## src/rtl/mul_pkg.sv

```systemverilog
// ---------------------------------------------------------------------------
// mul_pkg
// Shared definitions for the iterative shift-add multiplier datapath.
//   state_t        : controller states LOAD / STEP / DONE
//   DEFAULT_WIDTH  : default operand width in bits
//   STEP_W         : width of the iteration counter (holds 0..WIDTH)
// ---------------------------------------------------------------------------
package mul_pkg;

    localparam int DEFAULT_WIDTH = 32;
    localparam int STEP_W        = 6;

    typedef enum logic [1:0] {
        LOAD = 2'd0,
        STEP = 2'd1,
        DONE = 2'd2
    } state_t;

endpackage : mul_pkg

```

## src/rtl/mul_addsub.sv

```systemverilog
// ---------------------------------------------------------------------------
// mul_addsub
// Combinational W-bit adder/subtractor used by the multiplier iteration.
//   a, b   : input  [W-1:0]  operands
//   sub    : input           0 -> a + b, 1 -> a - b
//   result : output [W-1:0]  sum/difference, modulo 2**W
// ---------------------------------------------------------------------------
module mul_addsub #(
    parameter int W = 33
) (
    input  logic [W-1:0] a,
    input  logic [W-1:0] b,
    input  logic         sub,
    output logic [W-1:0] result
);

    // Two's-complement subtract: invert b and inject the carry-in.
    logic [W-1:0] b_eff;

    generate
        for (genvar gi = 0; gi < W; gi++) begin : g_inv
            assign b_eff[gi] = b[gi] ^ sub;
        end
    endgenerate

    assign result = a + b_eff + W'(sub);

endmodule : mul_addsub

```

## src/rtl/mul_datapath.sv

```systemverilog
// ---------------------------------------------------------------------------
// mul_datapath
// Iterative multiplier: one shift-add iteration per clk edge while Run is
// high, WIDTH iterations in total. Reset (synchronous, active-high) loads
// the operands and restarts the sequence from any state.
//
// Ports:
//   clk            : input              rising-edge clock
//   Reset          : input              synchronous reset / operand load
//   Run            : input              step enable (low = stall)
//   Multiplicand   : input  [WIDTH-1:0] operand A, sampled on Reset
//   Multiplier     : input  [WIDTH-1:0] operand B, sampled on Reset
//   Product        : output [2W-1:0]    product register
//   Step           : output [5:0]       iterations completed, 0..WIDTH
//   Product_valid  : output             high while Product is final
//
// Build option: define MUL_DATAPATH_SIGNED_EN for a radix-2 Booth
// (two's-complement signed) multiplier; default is unsigned shift-add.
// ---------------------------------------------------------------------------
module mul_datapath
    import mul_pkg::*;
#(
    parameter int WIDTH = DEFAULT_WIDTH
) (
    input  logic                 clk,
    input  logic                 Reset,
    input  logic                 Run,
    input  logic [WIDTH-1:0]     Multiplicand,
    input  logic [WIDTH-1:0]     Multiplier,
    output logic [2*WIDTH-1:0]   Product,
    output logic [STEP_W-1:0]    Step,
    output logic                 Product_valid
);

    localparam logic [STEP_W-1:0] LAST_STEP = STEP_W'(WIDTH - 1);

    state_t                 state_reg;
    logic [WIDTH-1:0]       mcand_reg;
    logic [2*WIDTH-1:0]     product_reg;
    logic [STEP_W-1:0]      step_reg;
    logic                   valid_reg;

    logic [WIDTH:0]         add_a;
    logic [WIDTH:0]         add_b;
    logic                   add_sub;
    logic [WIDTH:0]         sum;
    logic [2*WIDTH-1:0]     product_next;
    logic                   advance;

    // An iteration happens on any Run-high edge before the sequence ends;
    // DONE ignores Run so the result stays put until the next Reset.
    assign advance = Run && (state_reg != DONE);

`ifdef MUL_DATAPATH_SIGNED_EN
    logic q_m1_reg;

    // Booth pair {LSB, previous LSB}: 01 adds, 10 subtracts, else no-op.
    // Both adder operands are sign-extended so the (WIDTH+1)-bit sum
    // carries the true sign into the arithmetic shift.
    always_comb begin
        add_a   = {product_reg[2*WIDTH-1], product_reg[2*WIDTH-1:WIDTH]};
        add_b   = '0;
        add_sub = 1'b0;
        case ({product_reg[0], q_m1_reg})
            2'b01: add_b = {mcand_reg[WIDTH-1], mcand_reg};
            2'b10: begin
                add_b   = {mcand_reg[WIDTH-1], mcand_reg};
                add_sub = 1'b1;
            end
            default: add_b = '0;
        endcase
    end

    always_ff @(posedge clk) begin
        if (Reset) begin
            q_m1_reg <= 1'b0;
        end else if (advance) begin
            q_m1_reg <= product_reg[0];
        end
    end
`else
    // Unsigned: zero-extended upper half plus conditional multiplicand;
    // the extra top bit keeps the carry for the right shift.
    always_comb begin
        add_a   = {1'b0, product_reg[2*WIDTH-1:WIDTH]};
        add_b   = product_reg[0] ? {1'b0, mcand_reg} : '0;
        add_sub = 1'b0;
    end
`endif

    mul_addsub #(
        .W      (WIDTH + 1)
    ) u_addsub (
        .a      (add_a),
        .b      (add_b),
        .sub    (add_sub),
        .result (sum)
    );

    // Shift right by one: the (WIDTH+1)-bit sum becomes the new top half
    // plus bit, so its MSB supplies the logical (carry) or arithmetic
    // (sign) fill depending on the build.
    assign product_next = {sum, product_reg[WIDTH-1:1]};

    always_ff @(posedge clk) begin
        if (Reset) begin
            mcand_reg   <= Multiplicand;
            product_reg <= {{WIDTH{1'b0}}, Multiplier};
            step_reg    <= '0;
            valid_reg   <= 1'b0;
            state_reg   <= LOAD;
        end else if (advance) begin
            product_reg <= product_next;
            step_reg    <= step_reg + STEP_W'(1);
            if (step_reg == LAST_STEP) begin
                state_reg <= DONE;
                valid_reg <= 1'b1;
            end else begin
                state_reg <= STEP;
            end
        end
    end

    assign Product       = product_reg;
    assign Step          = step_reg;
    assign Product_valid = valid_reg;

endmodule : mul_datapath

```

## config.mk

```make
export PLATFORM = sky130hd
export DESIGN_NAME = mul_datapath
export DESIGN_NICKNAME = d
export VERILOG_FILES = /design/src/rtl/mul_pkg.sv /design/src/rtl/mul_addsub.sv /design/src/rtl/mul_datapath.sv
export SDC_FILE = /design/constraint.sdc
export NUM_CORES = 1
export LEC_CHECK = 0
export BUFFER_PORTS_ARGS = -buffer_cell sky130_fd_sc_hd__buf_4
export CAP_MARGIN = 40
export CORE_UTILIZATION = 45
export CTS_CLUSTER_SIZE = 24
export DETAILED_ROUTE_END_ITERATION = 10
export PLACE_DENSITY_LB_ADDON = 0.15
export SLEW_MARGIN = 20
export SYNTH_ARGS = -nofsm -noshare
export SYNTH_HDL_FRONTEND = slang
export SYNTH_HIERARCHICAL = 1
export SYNTH_SLANG_ARGS = --single-unit
export TNS_END_PERCENT = 100
```

## constraint.sdc

```tcl
create_clock -name clk -period 3.97 [get_ports clk]
set_input_delay 0.1985 -clock clk [delete_from_list [all_inputs] [get_ports clk]]
set_output_delay 0.1985 -clock clk [all_outputs]
set_load 0.01 [all_outputs]
```

# Yosys cells after proc, flatten, opt, wreduce, memory -nomap -nowiden
# Index checks and enable logic that the tools add are counted.
# W data, S select, Z words.
# op_classes
add_sub_neg	2
eq_ne	2
muxes	4
n_reduce_logical	3
# op_table
operator	n
$mux W32	3
$add A32 B32 Y33	1
$add A6 B1 Y6 const B	1
$eq A6 B5 Y1 const B	1
$mux W2	1
$ne A2 B2 Y1 const B	1
$reduce_and A2 Y1	1
$reduce_bool A2 Y1	1
$logic_and A1 B1 Y1	1
# totals
register_bits	105
wordCells	17

# Depth between registers and ports, before layout
# Gate-level depths: netlist of the first run.
# depth
ltp_word	4
mapped_depth	17
mapped_depth_nobuf	16

# Cells and area by module
# The synthesis of the first run kept the hierarchy.
# by_module_without_submodules
mod	n_inst	cells_each	area_per_inst_um2	seq_area_each_um2
mul_datapath	1	330	4132.7	2742.6
mul_addsub	1	264	1938.1	0.0

# Worst setup path after synthesis of the first run
# Ideal clock, no wire load.
# synth_path
path_type	reg-to-reg
start	reg product_reg[0], in the netlist Product[0]
end	reg product_reg[61], in the netlist Product[61]
arrival_ns	3.261
t_required_ns	3.900
path_slack_ns	0.638
stages_incl_launch_ff	18
path_cell_list	edfxtp_1 clkbuf_1 and2_1 xor2_1 inv_1 fa_1 and2b_1 o21ai_2 a21boi_2 o21ai_2 a21oi_2 o21ai_2 and4_4 o41ai_4 a31oi_1 xnor2_1 nand3_1 a21oi_1
# synth_between
elab_chain_cells	2
# synth_rtl
element	line_no	rtl
from (decl)	mul_datapath.sv:39	logic [2*WIDTH-1:0] product_reg;
from (signal assigned)	mul_datapath.sv:108	product_reg <= {{WIDTH{1'b0}}, Multiplier};
from (signal assigned)	mul_datapath.sv:113	product_reg <= product_next;
$mux W32	mul_datapath.sv:86	add_b = product_reg[0] ? {1'b0, mcand_reg} : '0;
named net add_b[1]	mul_datapath.sv:44	logic [WIDTH:0] add_b;
$add A32 B32 Y33	mul_addsub.sv:26	assign result = a + b_eff + W'(sub);
named net sum[30]	mul_datapath.sv:46	logic [WIDTH:0] sum;
# The timed path passes the listed nets, and every way through them passes these cells.
# A chain may end at the register's enable or synchronous reset.

# Worst setup path in the final report of the first run
# Ends and elaborated chain as after synthesis.

==> results.ini, run 1 <==
[outcome]
outcome=finished, final reports clean

[setup_path]
cpMaxStageDelayCell=sky130_fd_sc_hd__edfxtp_1
crit_type=flip-flop to flip-flop
worstPathArrival_ps=3920
path_common_cell=sky130_fd_sc_hd__o21ai_2
path_max_fanout=12
critPathCaptureType=flip-flop
crit_path_max_incr_delay_ps=500
timing.critical_path.cells=and2_1 -> xor2_1 -> inv_1 -> fa_1 -> and2b_1 -> o21ai_2 -> a21boi_2 -> o21ai_2 -> a21oi_2 -> o21ai_2 -> and4_4 -> o41ai_4 -> a31oi_1 -> xnor2_1 -> nand3_1 -> a21oi_1
crit_path_start_kind=flip-flop
crit_required_ps=4270

[cells_and_area]
area_delta_synth_final_pct=29.7
multiInputGateArea_um2=3130
net_total_in_the_final_layout=847
final-seq-area_um2=2740
n_antenna_cell=0
stdcell_area_um2=7870
fillCellCount=1070
post_route_cells_drive_above_1_share_pct=28.3
largest_register_ff_count=64

[cts]
clk_pin_slew_ps=80
cts_max_level=3
clkLatencyLatePin_ps=370
ctsRootBufferMaster=sky130_fd_sc_hd__clkbuf_16
max-clock-path-buffers=2
cts.sink_count=105
cts_tree=built
numCtsBuffers=9
post_cts_buffers=0

[detailed_routing]
initialDrtViolationCount=251
detailedRoute.firstPassIterationCount=5
detail_route.vias_per_cell=5.33
routed_wire_length_per_instance_um=15.4
post-route-drc-count=0
number_of_antenna_violating_nets_in_the_routed_design=0
vias=4945
totalWireLength_um=14300

[logic_synthesis]
synthesized_instance_count=594
ys_seq_area_share_pct=45.2
ys_async_sr_fraction_pct=0
yosys_register_bits=105
netlist_area_um2=6070
dominantRegCellSynth=sky130_fd_sc_hd__edfxtp_1
synth_warnings=6
mapped_avg_cell_area_um2=10.2
post_synth_num_cell_types=56
number_of_enable_flip_flop_cells_after_synthesis=64

[grt]
total_track_usage_pct=20.9
grt-ovfl-total=0
antenna_violations_before_repair=0
grt_start_max_net_pins=70
global_route_wire_length_before_repair_um=23300
grt_pass1_vias=4856

[floorplan]
die_height_um=118
fp-row-count=42
core_area_um2=13200
floorplan.die_area_um2=14000
floorplan.initialDensity_pct=46.0
die_w_um=118
design.portCount=138

[placed_design]
dp.final_hpwl_um=9810
port_buffers=137
post-place-ws_ps=402
dpl-instance-area_um2=7240
routabilityCongestion=0.874

[timing]
timing.final.crit_period_ps=3620
final.setup.tns_ps=0
final-setup-viol-count=0
slew_viol_final=0
timing_hold_violations_final=0
setup_ws_ps=350
fmaxAchievable_mhz=276
clock-skew-final_ps=11.1
setup_repair_after_global_routing_missed_its_margin=false
final_min_period_over_clock_period_pct=91.2

[power]
power_total_mw=3.76
irDropWorstVdd_mv=0.240
total_leakage_power_nw=3.41
cellPowerDensity_nw_per_um2=477

[run]
max_cap_violations=0

[hold_path]
hp-class=primary input to flip-flop

## worst max-delay path: cells and delay by family, from the launching register on
kind | cells | cell delay [ps]
AO/OA/AOI/OAI | 8 | 1430
XOR/XNOR | 2 | 360
adder cells (fa/ha/maj) | 1 | 420
buffers and inverters | 1 | 90
flip-flops | 1 | 500
AND/OR/NAND/NOR | 4 | 730
## cells by family (layout without fill, tap and decap cells)
| group | count (synthesis) | in the layout | synth area share [%] |
|---|---|---|---|
| mux | 34 | 34 | 6.35 |
| flops | 105 | 105 | 45.2 |
| buf+inv | 47 | 203 | 3.44 |
| simple gates | 144 | 144 | 12.4 |
| fa+ha+maj | 33 | 33 | 6.92 |
| other cells | 1 | 3 | 0.0618 |
| compound gates | 167 | 167 | 16.5 |
| xor+xnor | 63 | 63 | 9.09 |
## cells in the final DEF (no fill, tap or decap), drive strengths merged, types with 5 or more instances in the layout
| master | n |
|---|---|
| nand3 | 38 |
| xnor2 | 20 |
| buf | 144 |
| edfxtp | 64 |
| inv | 17 |
| o21ai | 56 |
| nor2 | 11 |
| mux2 | 33 |
| dlygate4sd3 | 30 |
| a21oi | 72 |
| a31oi | 7 |
| nor3 | 5 |
| xor2 | 43 |
| ha | 32 |
| dfxtp | 41 |
| a21o | 15 |
| and2 | 34 |
| clkbuf | 10 |
| nand2 | 34 |
## cell type report
| type | instances | area share, % |
|---|---|---|
| clock buffer | 10 | 3.04 |
| clock inverter | 6 | 0.858 |
| inverter | 13 | 0.620 |
| multi-input combinational | 444 | 39.8 |
| sequential | 105 | 34.8 |
| tap | 176 | 2.80 |
| timing repair buffer | 174 | 18.1 |
## Yosys cell counts, drive strengths merged (2+ instances only)
master  count  area (um2)
a21oi      72         375
edfxtp     64        1920
o21ai      56         292
xor2       43         377
dfxtp      41         821
nand3      38         190
and2       34         213
nand2      34         130
mux2       33         372
ha         32         400
clkbuf     21        78.8
xnor2      20         175
a21o       15         113
buf        13        81.3
inv        12        45.0
nor2       11        41.3
a31oi       7        50.1
nor3        5        25.0
nor2b       4        25.0
a21boi      3        26.3
nand4       3        18.8
or3         3        18.8
or4         3        26.3
a211oi      2        15.0
a311oi      2        23.8
a31o        2        17.5
and4        2        20.0
nand2b      2        12.5
o31ai       2        15.0
## repair_timing
item / in CTS / in global routing
endpoints found under the hold margin: 28 / 2
hold buffers: 28 / 2
gates resized for setup: 0 / 0
## power by group
part | internal, mW | total, mW | leakage (nW) | switching [mW]
sequential | 1.31 | 1.40 | 0.977 | 0.0961
clock | 0.467 | 0.932 | 0.152 | 0.466
combinational | 0.679 | 1.42 | 2.28 | 0.741
total | 2.45 | 3.76 | 3.41 | 1.30
## path summary, 6_finish.rpt
| check | slack, ps | cells after the start | to | from |
|---|---|---|---|---|
| max | 350 | 16 | Product[61] | Product[0] |
| min | 10 | 1 | mcand_reg[17] | Multiplicand[17] |
| max reg2reg | 350 | 16 | Product[61] | Product[0] |
| min reg2reg | 460 | 2 | Product_valid | Product_valid |
## metrics by stage
| stage | cells | hold WS, ps | utilization, % |
|---|---|---|---|
| after CTS | 925 | 0.0506 | 59.3 |
| after global routing | 928 | 0.375 | 59.7 |
| final | 928 | 13.4 | 59.7 |
| after floorplan | 596 | 297 | - |
| after global placement | 880 | 377 | 54.7 |
| after detailed placement | 881 | 378 | 54.9 |
## routing by layer
metal  track usage [%]  wire length [um]  up-vias
met3              6.66               998       16
met5                 0                 0        -
met4              6.49               182        0
met2              34.4              6930      149
met1              26.2              6210     2320
li1                  -                 -     2460
(Power assumes the default switching activity.)
==> run 2: changes to the inputs <==
- ABC_AREA: default -> 0
- SYNTH_HIERARCHICAL: 1 -> default
==> run 2 against run 1 <==
  * Clock skew barely moved
  * Critical path depth decreased by 6
  * Worst setup slack better by 65 ps
  * Die area fell by 5.6%
==> results.ini, run 2 <==
[detailed_routing]
post-route-drc-count=0  ; unchanged
vias=4595  ; -7.1%
detail_route.vias_per_cell=5.40  ; +1.3%
totalWireLength_um=13700  ; -4.3%
number_of_antenna_violating_nets_in_the_routed_design=0  ; unchanged
routed_wire_length_per_instance_um=16.1  ; +4.3%
initialDrtViolationCount=216  ; -14%
detailedRoute.firstPassIterationCount=4  ; -1

[cells_and_area]
net_total_in_the_final_layout=780  ; -7.9%
most_frequent_standard_cell_in_the_layout_excluding_fill_and_tap_cells=sky130_fd_sc_hd__buf_4
area_delta_synth_final_pct=27.0
finalCoreUtilization_pct=59.5  ; -0.19 points
n_antenna_cell=0  ; unchanged
largest_register_ff_count=64  ; unchanged
final_cell_count_without_fillers=851  ; -8.3%
most-common-layout-cells=146 x sky130_fd_sc_hd__buf_4, 64 x sky130_fd_sc_hd__edfxtp_1, 52 x sky130_fd_sc_hd__nand2_1, 43 x sky130_fd_sc_hd__a21oi_1, 41 x sky130_fd_sc_hd__dfxtp_1
post_route_cells_drive_above_1_share_pct=30.0  ; +1.7 points

[floorplan]
floorplan.initialDensity_pct=46.9  ; +0.84 points
floorplan.die_area_um2=13200  ; -5.6%
die_w_um=115  ; -2.9%
design.portCount=138  ; unchanged
fp-row-count=40  ; -4.8%
core_area_um2=12200  ; -7.4%
die_height_um=115  ; -2.9%

[placed_design]
port_buffers=137  ; unchanged
routabilityCongestion=0.890  ; +1.8%
post-place-ws_ps=444  ; +42.1 ps
dp.final_hpwl_um=10100  ; +2.6%
place.detailed.instances=832  ; -5.6%

[cts]
cts_tree=built
cts.sink_count=105  ; unchanged
numCtsBuffers=9  ; unchanged
clkLatencyLatePin_ps=360  ; about the same
cts_max_level=3  ; unchanged
max-clock-path-buffers=2  ; unchanged
ctsRootBufferMaster=sky130_fd_sc_hd__clkbuf_16
post_cts_resized=0  ; unchanged
clk_pin_slew_ps=70  ; about the same
post_cts_buffers=0  ; unchanged

[grt]
grtUsageMet3_pct=6.64  ; -0.018 points
globalRouteMet2Util_pct=35.1  ; +0.74 points
antenna_violations_before_repair=0  ; unchanged
global_route_wire_length_before_repair_um=22300  ; -4.3%
grt-ovfl-total=0  ; unchanged
grt_pass1_vias=4610  ; -5.1%
grt_busiest_layer=met2
grt_start_max_net_pins=45  ; -36%
total_track_usage_pct=22.0  ; +1.1 points
use_met1_pct=27.8  ; +1.7 points

[power]
total_leakage_power_nw=3.13  ; -8.0%
cellPowerDensity_nw_per_um2=393  ; -18%
irDropWorstVdd_mv=0.278  ; +16%

[logic_synthesis]
postSynthNetCount=642
dominantRegCellSynth=sky130_fd_sc_hd__edfxtp_1
post_synth_most_frequent_cells=64 x sky130_fd_sc_hd__edfxtp_1, 52 x sky130_fd_sc_hd__nand2_1, 43 x sky130_fd_sc_hd__a21oi_1
synth_largest_area_cell=sky130_fd_sc_hd__edfxtp_1
yosys_register_bits=105  ; unchanged
synth_area_leaders=sky130_fd_sc_hd__edfxtp_1 34%, sky130_fd_sc_hd__dfxtp_1 14%, sky130_fd_sc_hd__ha_1 7.2%, sky130_fd_sc_hd__mux2_2 6.3%, sky130_fd_sc_hd__and2_1 3.9%
synth_warnings=0  ; -6
synthDominantCellAreaShare_pct=33.6  ; +1.9 points
synth_most_common_cell=sky130_fd_sc_hd__edfxtp_1
number_of_enable_flip_flop_cells_after_synthesis=64  ; unchanged
mapped_avg_cell_area_um2=10.6  ; +3.5%
ys_async_sr_fraction_pct=0  ; unchanged
netlist_area_um2=5720  ; -5.7%
ys_seq_area_share_pct=47.9  ; +2.7 points
post_synth_num_cell_types=56  ; unchanged
synthesized_instance_count=541  ; -8.9%

[hold_path]
timing.hold.worst.start=Multiplicand[5]
hp-class=primary input to flip-flop
min_to=mcand_reg[5]
holdPathStages=1  ; unchanged

[setup_path]
crit_type=flip-flop to flip-flop
logic_depth_of_the_worst_register_to_register_path=10  ; -6
crit-reg2reg-launch=Product[0]
timing.critical_path.cells=and2_1 -> ha_1 -> fa_1 -> a21o_2 -> a221o_1 -> a221oi_4 -> or4_4 -> a311oi_4 -> or3_1 -> a32o_1
crit_path_max_incr_delay_ps=590  ; +90 ps
path_max_fanout=15  ; +3
worstPathArrival_ps=3810  ; -110 ps
critPathCaptureType=flip-flop
r2r-end=Product[55]
cpMaxStageDelayCell=sky130_fd_sc_hd__edfxtp_1
crit_required_ps=4230  ; -40 ps
rrSetupSlack_ps=420  ; +60 ps
crit_path_start_kind=flip-flop

[timing]
holdWs_ps=12.2  ; -1.21 ps
rel_slew_slack_pct=51.4
setup_ws_ps=415  ; +64.9 ps
slew_viol_final=0  ; unchanged
final-setup-viol-count=0  ; unchanged
fmaxAchievable_mhz=281  ; +1.8%
final_min_period_over_clock_period_pct=89.5  ; -1.6 points
clock-skew-final_ps=11.2  ; +0.0952 ps
final.setup.tns_ps=0  ; unchanged
timing_worst_slew_pin_value_ps=727
timing.final.crit_period_ps=3550  ; -64.9 ps
timing_hold_violations_final=0  ; unchanged
setup_repair_after_global_routing_missed_its_margin=false

[run]
max_cap_violations=0  ; unchanged

[outcome]
outcome=finished, final reports clean

==> run 2: cell count changes in the layout (fill, tap and decap cells not counted), moves of 6 or more <==
cell | previous run | this run
sky130_fd_sc_hd__a21oi_1 | 68 | 43
sky130_fd_sc_hd__dlygate4sd3_1 | 30 | 4
sky130_fd_sc_hd__nand2_1 | 33 | 52
sky130_fd_sc_hd__nand3_1 | 38 | 6
sky130_fd_sc_hd__nand4_1 | 3 | 9
sky130_fd_sc_hd__nor2_1 | 11 | 31
sky130_fd_sc_hd__o21ai_0 | 53 | 25
sky130_fd_sc_hd__xnor2_1 | 20 | 14
sky130_fd_sc_hd__xor2_1 | 43 | 13
==> run 2: area by class of cell <==
| type | count | area (um2) |
|---|---|---|
| fill | 1084 | 4940 |
| multi-input combinational | 400 | 2850 |
| sequential | 105 | 2740 |
| timing repair buffer | 151 | 1150 |
| clock buffer | 10 | 229 |
| tap | 168 | 210 |
| clock inverter | 5 | 46.3 |
| inverter | 12 | 45.0 |
==> run 2: power by group <==
group | internal, mW | switching (mW)
clock | 0.435 | 0.420
sequential | 1.27 | 0.0661
combinational | 0.322 | 0.342
==> run 2: worst max-delay path, delay by kind of cell (launching register included) <==
family                     cells  cell delay, ps
AOI/OAI and AO/OA              5            1430
and+or+nand+nor                3             810
DFF                            1             590
adders and majority gates      2             610
==> run 2: how the worst max path moves through the flow <==
stage / start / end / slack [ps] / cells after the start
global route: Product[0] / Product[55] / 290 / 10
CTS: Product[0] / Product[55] / 420 / 10
floorplan: Product[0] / Product[55] / 680 / 11
global placement: Product[0] / Product[55] / 520 / 10
finish: Product[0] / Product[55] / 420 / 10
detailed placement: Product[0] / Product[55] / 440 / 10
==> run 2: logic make-up after synthesis <==
kind of cell / count (synthesis) / share of synthesized area [%]
XOR/XNOR: 27 / 4.13
multiplexers: 34 / 6.65
buffers and inverters: 36 / 2.40
flip-flops: 105 / 47.9
adder cells (fa/ha/maj): 34 / 7.56
AO/OA/AOI/OAI: 139 / 16.7
AND/OR/NAND/NOR: 166 / 14.6
==> run 2: through the flow <==
step / power, mW / cell area, um2
2_1_floorplan: 1.75 / 5720
3_3_place_gp: 2.00 / 6940
3_5_place_dp: 2.02 / 6950
4_1_cts: 2.88 / 7270
5_1_grt: 3.00 / 7270
6_report: 2.85 / 7270
==> run 2: routing by layer <==
metal / share of wire, % / vias to the layer above
met4: 2.5 / 0
met3: 7.4 / 24
li1: - / 2275
met2: 46 / 171
met1: 44 / 2125
met5: 0 / -
==> run 2: repair_timing <==
item	in CTS	in global routing
endpoints found under the hold margin	4	0
setup endpoints to repair	0	0
hold buffers	4	0
==> run 3: changes to the inputs <==
- ABC_CLOCK_PERIOD_IN_PS: default -> 3970
- GPL_ROUTABILITY_DRIVEN: default -> 0
- REMOVE_ABC_BUFFERS: default -> 1
==> run 3 against run 2 <==
  * Utilization increased by 0.13 points
  * Clock skew up 1.9 ps
  * Flip-flop and latch count is the same
  * Final cell count grew 0.35%
  * First-iteration DRC count increased by 6.0%
  * Routed wire length up 0.72%
  * Global-route usage decreased by 0.28 points
  * Largest cell class unchanged
==> results.ini, run 3 (same netlist as run 2, synthesis figures left out) <==
[power]
total_leakage_power_nw=3.13  ; about the same
irDropWorstVdd_mv=0.381  ; +37%
cellPowerDensity_nw_per_um2=391  ; -0.49%

[cells_and_area]
post_route_cells_drive_above_1_share_pct=29.4  ; -0.57 points
fillCellCount=1052  ; -3.0%
finalCoreUtilization_pct=59.6  ; +0.13 points
most_frequent_standard_cell_in_the_layout_excluding_fill_and_tap_cells=sky130_fd_sc_hd__buf_4
most-common-layout-cells=145 x sky130_fd_sc_hd__buf_4, 64 x sky130_fd_sc_hd__edfxtp_1, 52 x sky130_fd_sc_hd__nand2_1, 43 x sky130_fd_sc_hd__a21oi_1, 41 x sky130_fd_sc_hd__dfxtp_1
multiInputGateArea_um2=2850  ; unchanged
largest_register_ff_count=64  ; unchanged
final_cell_count_without_fillers=854  ; +0.35%
n_antenna_cell=0  ; unchanged
area_delta_synth_final_pct=27.3
net_total_in_the_final_layout=782  ; +0.26%
final-seq-area_um2=2740  ; unchanged

[placed_design]
port_buffers=137  ; unchanged
place.detailed.instances=830  ; -0.24%
dp.final_hpwl_um=9950  ; -1.1%

[floorplan]
die_w_um=115  ; unchanged
floorplan.initialDensity_pct=46.9  ; unchanged
design.portCount=138  ; unchanged
fp-row-count=40  ; unchanged
die_height_um=115  ; unchanged
floorplan.die_area_um2=13200  ; unchanged
core_area_um2=12200  ; unchanged

[timing]
setup_repair_after_global_routing_missed_its_margin=false
clock-skew-final_ps=13.1  ; +1.94 ps
final.setup.tns_ps=0  ; unchanged
holdWs_ps=12.9  ; +0.744 ps
final-setup-viol-count=0  ; unchanged
timing_hold_violations_final=0  ; unchanged
final_min_period_over_clock_period_pct=88.2  ; -1.4 points
slew_viol_final=0  ; unchanged
rel_slew_slack_pct=52.1  ; +0.70 points
fmaxAchievable_mhz=286  ; +1.5%
timing_worst_slew_pin_value_ps=716  ; -10.5 ps
timing.final.crit_period_ps=3500  ; -53.8 ps

[grt]
global_route_wire_length_before_repair_um=22100  ; -0.93%
antenna_violations_before_repair=0  ; unchanged
grt_pass1_vias=4488  ; -2.6%
total_track_usage_pct=21.7  ; -0.28 points
grt-ovfl-total=0  ; unchanged
grt_start_max_net_pins=55  ; +22%

[detailed_routing]
totalWireLength_um=13800  ; +0.72%
detail_route.vias_per_cell=5.40  ; about the same
initialDrtViolationCount=229  ; +6.0%
vias=4610  ; +0.33%
detailedRoute.firstPassIterationCount=5  ; +1
routed_wire_length_per_instance_um=16.2  ; +0.36%
post-route-drc-count=0  ; unchanged
number_of_antenna_violating_nets_in_the_routed_design=0  ; unchanged

[setup_path]
cpMaxStageDelayCell=sky130_fd_sc_hd__edfxtp_1
crit_path_start_kind=flip-flop
path_max_fanout=17  ; +2
crit_path_max_incr_delay_ps=590  ; about the same
critPathCaptureType=flip-flop
worstPathArrival_ps=3750  ; -60 ps
crit_required_ps=4220  ; about the same
rrSetupSlack_ps=470  ; +50 ps
crit_type=flip-flop to flip-flop
timing.critical_path.cells=and2_1 -> ha_1 -> fa_1 -> a21o_2 -> a221o_1 -> a221oi_4 -> or4_4 -> a311oi_4 -> or3_1 -> a32o_1

[cts]
cts.sink_count=105  ; unchanged
clkLatencyLatePin_ps=360  ; about the same
post_cts_resized=0  ; unchanged
clk_pin_slew_ps=80  ; about the same
cts_max_level=3  ; unchanged
ctsRootBufferMaster=sky130_fd_sc_hd__clkbuf_16
cts_tree=built
max-clock-path-buffers=2  ; unchanged
numCtsBuffers=9  ; unchanged

[outcome]
outcome=finished, final reports clean

[run]
max_cap_violations=0  ; unchanged

[hold_path]
hp-class=primary input to flip-flop

-- run 3: changes by cell type in the layout (fill, tap and decap cells not counted), sizes merged --
| cell | before | now |
|---|---|---|
| dlygate4sd3 | 4 | 8 |
| clkbuf | 10 | 11 |
| clkinvlp | 0 | 1 |
| inv | 16 | 15 |
| buf | 147 | 145 |
-- run 3: what timing repair did --
| item | 4_1_cts | 5_1_grt |
|---|---|---|
| buffers inserted | 0 | 0 |
| hold endpoints to repair | 4 | 4 |
| hold buffers | 4 | 4 |
-- run 3: metal layers --
metal	vias to the layer above	share of wire (%)	global-route usage (%)
li1	2284	-	-
met1	2156	44	27.0
met2	156	46	34.9
met3	14	8.9	9.07
met4	0	1.1	5.97
met5	-	0	0
-- run 3: final timing paths --
path,start,endpoint,depth (start not counted)
setup / recovery,Product[0],Product[55],10
setup reg to reg,Product[0],Product[55],10
hold / removal,Multiplicand[27],mcand_reg[27],1
hold reg to reg,Product[40],Product[40],2
-- run 3: worst max-delay path, delay by kind of cell (launching register included) --
kind	cells	cell delay, ps
flip-flops	1	590
AND/OR/NAND/NOR	3	810
AO/OA/AOI/OAI	5	1370
adder cells (fa/ha/maj)	2	620
-- run 3: final cells by class --
cell class	instances	area share [%]
timing repair buffer	153	16.0
inverter	12	0.618
clock inverter	5	0.515
tap	168	2.89
multi-input combinational	400	39.1
sequential	105	37.7
clock buffer	11	3.20
-- run 3: where the power goes --
| group | leakage, nW | internal, mW | total [mW] | switching (mW) |
|---|---|---|---|---|
| sequential | 0.976 | 1.27 | 1.34 | 0.0673 |
| combinational | 2.03 | 0.324 | 0.665 | 0.341 |
| clock | 0.129 | 0.431 | 0.845 | 0.414 |
| total | 3.13 | 2.02 | 2.85 | 0.823 |
-- run 3: metrics by stage --
step / setup slack, ps / area, um2 / power (mW)
after detailed placement: 474 / 6930 / 2.02
after global placement: 555 / 6930 / 2.01
after CTS: 450 / 7240 / 2.87
final: 469 / 7280 / 2.85
after global routing: 300 / 7280 / 2.99
after floorplan: 622 / 5630 / 1.73
